`config.mk`:
```
export PLATFORM = sky130hd
export DESIGN_NAME = uart_wb_arb
export DESIGN_NICKNAME = d
export VERILOG_FILES = /design/src/rtl/uart_wb_arb.sv
export SDC_FILE = /design/constraint.sdc
export NUM_CORES = 1
export LEC_CHECK = 0
export ABC_AREA = 1
export CAP_MARGIN = 15
export CORE_AREA = 4 4 121 123
export DETAILED_ROUTE_END_ITERATION = 10
export DIE_AREA = 0 0 125 127
export PLACE_DENSITY = 0.61
export SYNTH_ARGS = -nofsm -noshare
export SYNTH_HDL_FRONTEND = slang
export SYNTH_SLANG_ARGS = --single-unit
export TNS_END_PERCENT = 5
```
`constraint.sdc`:
```
create_clock -name clk -period 1.95 [get_ports clk]
set_input_delay 0.195 -clock clk [delete_from_list [all_inputs] [get_ports clk]]
set_output_delay 0.195 -clock clk [all_outputs]
set_load 0.01 [all_outputs]
```
`src/rtl/uart_wb_arb.sv`:
```
// Two-master round-robin arbiter in front of the UART register slave.
// One transaction per grant: IDLE -> ACTIVE -> DONE, with a timeout abort and master-abandon handling.
module uart_wb_arb #(
    parameter int unsigned TIMEOUT = 16
) (
    input  logic        clk,
    input  logic        rst_n,
    input  logic        m0_valid,
    input  logic        m0_we,
    input  logic [31:0] m0_adr,
    input  logic [31:0] m0_dat,
    input  logic [3:0]  m0_sel,
    output logic        m0_ack,
    output logic        m0_err,
    output logic [31:0] m0_rdat,
    input  logic        m1_valid,
    input  logic        m1_we,
    input  logic [31:0] m1_adr,
    input  logic [31:0] m1_dat,
    input  logic [3:0]  m1_sel,
    output logic        m1_ack,
    output logic        m1_err,
    output logic [31:0] m1_rdat,
    output logic        s_valid,
    output logic        s_we,
    output logic [31:0] s_adr,
    output logic [31:0] s_dat,
    output logic [3:0]  s_sel,
    input  logic        s_ack,
    input  logic [31:0] s_rdat,
    output logic        grant,
    output logic        busy
);

    localparam int unsigned CW = 8;
    localparam logic [CW-1:0] CNT_MAX = '1;
    localparam logic [CW-1:0] CNT_LIMIT = CW'(TIMEOUT - 1);

    localparam logic [1:0] IDLE   = 2'd0;
    localparam logic [1:0] ACTIVE = 2'd1;
    localparam logic [1:0] DONE   = 2'd2;

    logic [1:0]    state, state_n;
    logic          grant_n;
    logic          last, last_n;
    logic [CW-1:0] cnt, cnt_n;

    logic          g_valid;
    logic          g_we;
    logic [31:0]   g_adr;
    logic [31:0]   g_dat;
    logic [3:0]    g_sel;
    logic          ack_hit;
    logic          err_hit;

    // Request fields of the currently granted master
    always_comb begin
        g_valid = grant ? m1_valid : m0_valid;
        g_we    = grant ? m1_we    : m0_we;
        g_adr   = grant ? m1_adr   : m0_adr;
        g_dat   = grant ? m1_dat   : m0_dat;
        g_sel   = grant ? m1_sel   : m0_sel;
    end

    always_ff @(posedge clk or negedge rst_n) begin
        if (!rst_n) begin
            state <= IDLE;
            grant <= 1'b0;
            last  <= 1'b1;
            cnt   <= '0;
        end else begin
            state <= state_n;
            grant <= grant_n;
            last  <= last_n;
            cnt   <= cnt_n;
        end
    end

    always_comb begin
        state_n = state;
        grant_n = grant;
        last_n  = last;
        cnt_n   = cnt;
        ack_hit = 1'b0;
        err_hit = 1'b0;
        s_valid = 1'b0;
        s_we    = 1'b0;
        s_adr   = '0;
        s_dat   = '0;
        s_sel   = '0;
        busy    = (state != IDLE);

        case (state)
            IDLE: begin
                // Contention goes to the master that was not served last
                if (m0_valid || m1_valid) begin
                    grant_n = (m0_valid && m1_valid) ? ~last : m1_valid;
                    last_n  = grant_n;
                    cnt_n   = '0;
                    state_n = ACTIVE;
                end
            end
            ACTIVE: begin
                s_valid = g_valid;
                s_we    = g_we;
                s_adr   = g_adr;
                s_dat   = g_dat;
                s_sel   = g_sel;
                // Abandon beats everything; a same-cycle ack beats the timeout
                if (!g_valid) begin
                    state_n = DONE;
                end else if (s_ack) begin
                    ack_hit = 1'b1;
                    state_n = DONE;
                end else if (cnt == CNT_LIMIT) begin
                    err_hit = 1'b1;
                    state_n = DONE;
                end else begin
                    cnt_n = (cnt == CNT_MAX) ? cnt : cnt + 8'd1;
                end
            end
            DONE: begin
                state_n = IDLE;
            end
            default: begin
                state_n = IDLE;
            end
        endcase

        m0_ack  = ack_hit && !grant;
        m1_ack  = ack_hit && grant;
        m0_err  = err_hit && !grant;
        m1_err  = err_hit && grant;
        m0_rdat = m0_ack ? s_rdat : '0;
        m1_rdat = m1_ack ? s_rdat : '0;
    end

endmodule

```
Word level (Yosys, flattened, before mapping)
Index checks and enable logic that the tools add are counted.
Widths: inputs -> output; s select.

word-level totals
  register bits after elaboration = 12
  logic and storage cells = 59
  input port bits = 175

cells by class
  reduce and logical (&&, ||, !) cells = 13
  eq/ne operators = 9
  bitwise operators = 1
  add/subtract/negate cells = 1
  mux-type cells = 31

operators by type and width
  kind                 number
  $mux 32              6
  $mux 8               5
  $pmux 8 s2           1
  $mux 1               12
  $ne 2x2->1 const B   5
  $add 8x1->8 const B  1
  $eq 8x4->1 const B   1
  $eq 8x8->1 const B   1
  $mux 2               4
  $mux 4               2
  $reduce_and 6->1     1
  $logic_and 1x1->1    5
  $ne 4x4->1 const B   1
  $pmux 2 s2           1
  $reduce_and 2->1     2
  $reduce_bool 2->1    2
  $eq 2x1->1 const B   1
  $logic_not 2->1      1
  $logic_not 1->1      1
  $logic_or 1x1->1     1
  $not 1->1            1

Logic depth before layout (Yosys ltp)
  depth in word-level cells = 6
  mapped depth = 9

Worst setup path before layout
OpenSTA, ideal clock, no wires.

  path kind = reg-to-output
  start point = reg grant
  end point = out m0_rdat[22]
  stages on the path, launching flop included = 7
  data arrival time = 1.337 ns
  required time = 1.755 ns
  setup slack = 0.418 ns
  buffers on the path = 2
  cell sequence = dfrtp_1 > buf_4 > nand2_2 > a21oi_4 > nand3_2 > buf_2 > nor2_1

on the way
  word-level cells in the longest chain between the ends = 5
  elaborated cells between the ends (all ways) = 6

RTL lines
  item                    RTL line  text
  from (decl)             31        output logic grant,
  from (signal assigned)  73        grant <= grant_n;
  $mux 1                  58        g_valid = grant ? m1_valid : m0_valid;
  $mux 1                  110       if (!g_valid) begin
  $mux 1                  93        case (state)
  $logic_and 1x1->1 *     130       m0_ack = ack_hit && !grant;
  $mux 32 *               134       m0_rdat = m0_ack ? s_rdat : '0;
  to (decl)               15        output logic [31:0] m0_rdat,

Every way passes the cells marked *; elsewhere a longest branch is shown, timed or not.

Worst setup path in the final report
  start point = reg grant
  end point = out s_adr[23]

on the way
  word-level cells in the longest chain between the ends = 2

RTL lines
  item       RTL line  text
  $mux 32    60        g_adr = grant ? m1_adr : m0_adr;
  $mux 32    93
  to (decl)  26        output logic [31:0] s_adr,

No other way between the ends.

==> key figures <==
Clocking
  – TritonCTS Sinks: 12
  – Worst-path clk slew: about 0.04 ns
  – CTS tree: done
  – Num CTS Buffers: 3
  – Clk_lat worst skew: roughly 0.24 ns
  – Clock Tree Buf Depth: 2
  – Root Driver: clkbuf_16
  – H-tree Lvls: 1
  – Hold buffers post-CTS: 0

Place
  – Pre-CTS setup slack: -0.237 ns
  – Dpl cells: just over 900
  – Placer Congestion: roughly 0.82
  – DPL Wire Length: 11400 µm
  – IO buf count: between 300 and 400

Yosys
  – Yosys warns: 0
  – Post-synth net total: ~620
  – Post-synth top area share: roughly a third
  – Top cells by area in the synthesized netlist: nand2_1 32%, a21oi_1 16%, nor2_1 14%
  – Yosys cell types: 24
  – Post-Syn Instances: roughly 450
  – Dominant cell type by area after synthesis: nand2_1
  – Mapped Avg Cell Area: approximately 4.8 µm²
  – FF+latch count, synth: 12
  – Post-synthesis cell area: 2130 µm²
  – Seq/Total Area, Yosys: between 10 and 15%

Detailed routing
  – Antenna viol nets, final: 0
  – Drt wl/cell: between 15 and 20 µm
  – 1st-iter DRT viols: around 180
  – Drt total wl: around 14000 µm
  – Vias: ~3900
  – Via density: a little over 4
  – Pre-Repair DR Iteration Count: 4
  – DRC Markers: 0

STA
  – Final min period: 2.03 ns
  – Final setup viols: 31
  – Pins over their slew limit: 0
  – Final TNS setup: -1.27 ns
  – Clock Skew: 0.00131 ns
  – Final worst path period share: 104%
  – Hold Vio Cnt, Final: 0
  – Worst-margin pin slew: 0.562 ns
  – Max-Slew Margin vs Limit: a little over three fifths
  – Unrepaired setup endpoints after global routing: yes
  – Final WS setup: -0.0780 ns
  – FMAX: between 400 and 500 MHz

Setup path
  – WP data required: approximately 1.8 ns
  – Worst r2r src: cnt[0]
  – CP startpoint kind: register
  – Worst R2R End: cnt[4]
  – Crit. End Element: output pin
  – Arrival @ worst endpoint: roughly 1.8 ns
  – Setup Crit Path Kind: register to output pin
  – Register-to-Register Path Depth: 9
  – Crit Path Max Fanout: 21
  – Flop2flop setup slack: around 0.3 ns

GRT
  – GRT Total Usage: 16.0%
  – Largest net degree at the start of global routing: 43
  – Initial antenna violation count: 0
  – GR Overflow Total: 0
  – Number of global-route vias before repair: 3566
  – Global-route wire length before repair: approximately 21000 µm

Floorplanning
  – CORE AREA: roughly 14000 µm²
  – Starting Density: 15.6%
  – Die height: between 100 and 150 µm
  – Row cnt: 43
  – Die X: between 100 and 150 µm
  – Top-Level Pins: 315
  – Die area: between 15000 and 20000 µm²

Status
  – Status: complete, but fails checks
  – Failing checks: negative setup slack

Power
  – Lkg Pwr: 0.00299 µW
  – Power per Cell Area: slightly below 900 nW/µm²
  – Peak VDD IR: 0.529 mV

Layout
  – Layout area overhead: 161%
  – N_diodes: 0
  – # nets final: ~940
  – Fillers: between 1000 and 1500
  – Fin cells: about 950
  – Layout cells sized above 1: between 10% and 20%
  – Commonest non-fill, non-tap cell in the layout: clkdlybuf4s50_1
  – Commonest cells after routing, fill and taps aside: 195 x clkdlybuf4s50_1, 181 x nand2_1, 75 x nor2_1

Hold path
  – Hold Crit Class: primary input to asynchronous set/reset pin

Job
  – Number of max-cap violations: 0
==> registers in the layout (all words and copies together), names as in the netlist <==
register and flops:
cnt 8, grant 1, last 1, state 2
==> worst max path at each step <==
stage                     slack [ns]           to  depth (start not counted)  startpoint
after CTS                      -0.12    s_adr[13]                          5       grant
after global placement         -0.23   m1_rdat[4]                          7    m1_valid
after detailed placement       -0.24   m1_rdat[4]                          7    m1_valid
final                          -0.08    s_adr[23]                          5       grant
after floorplan                 0.42  m0_rdat[22]                          6       grant
after global routing           -0.19    s_adr[30]                          5       grant
==> through the flow <==
step	util [%]	power, µW	area [µm²]	hold slack (ns)
6_report	40.7	4900	5560	0.322
5_1_grt	40.7	5290	5560	0.374
4_1_cts	41.1	4970	5610	0.345
3_5_place_dp	41.2	4720	5630	0.457
3_3_place_gp	41.2	4750	5630	0.453
2_1_floorplan	-	2230	2130	-0.101
==> logic make-up after synthesis <==
family	after synthesis	share of synthesized area [%]
DFF	12	14.2
buffers and inverters	76	14.2
AOI/OAI and AO/OA	74	18.1
and+or+nand+nor	282	52.6
xor gates and xnor gates	1	0.412
adders and majority gates	1	0.588
==> cells in the mapped netlist <==
cell type	n
buf_2	10
nand2_1	183
a21oi_1	70
nor3_1	2
dfstp_2	1
xnor2_1	1
inv_1	46
ha_1	1
a21oi_4	1
nand3b_1	1
dfrtp_1	11
nand2_2	2
o21ai_0	1
nand4_1	4
nor2_2	2
o21bai_1	1
nand3_2	4
nor2_1	79
nand3_1	4
nor3b_1	1
inv_2	1
buf_4	1
a31oi_1	1
clkbuf_1	18
==> worst max-delay path: stages, from the launching register on <==
cell and delay, ns:
dfrtp_2 0.41, buf_6 0.22, buf_4 0.17, nand2_1 0.05
a21oi_1 0.14, clkdlybuf4s50_1 0.57
==> routing by layer <==
| layer | wire length, µm | global-route usage [%] | up-vias |
|---|---|---|---|
| met1 | 5730 | 19.8 | 1667 |
| met5 | 0 | 0 | - |
| met3 | 886 | 2.38 | 15 |
| met4 | 216 | 2.10 | 0 |
| li1 | - | - | 2004 |
| met2 | 7450 | 30.1 | 164 |
==> where the power goes <==
group          switching, µW  internal (µW)
Combinational           2220           1890
Sequential              55.0            320
Clock                    107            309
==> cell type report <==
cell class / instances / area, µm² / share of cell area [%]
clock buffers: 4 / 88.8 / 1.60
flip-flops and latches: 12 / 303 / 5.44
multi-input cells: 358 / 1550 / 27.9
repair buffers: 345 / 3210 / 57.8
well taps: 180 / 225 / 4.05
inverters: 47 / 179 / 3.22
==> timing repair <==
action,4_1_cts,5_1_grt
endpoints found under the setup margin,135,91
buffers inserted,4,0
pin swaps,1,0
gates cloned,3,0
resized for setup,221,70
(Power assumes the default switching activity.)
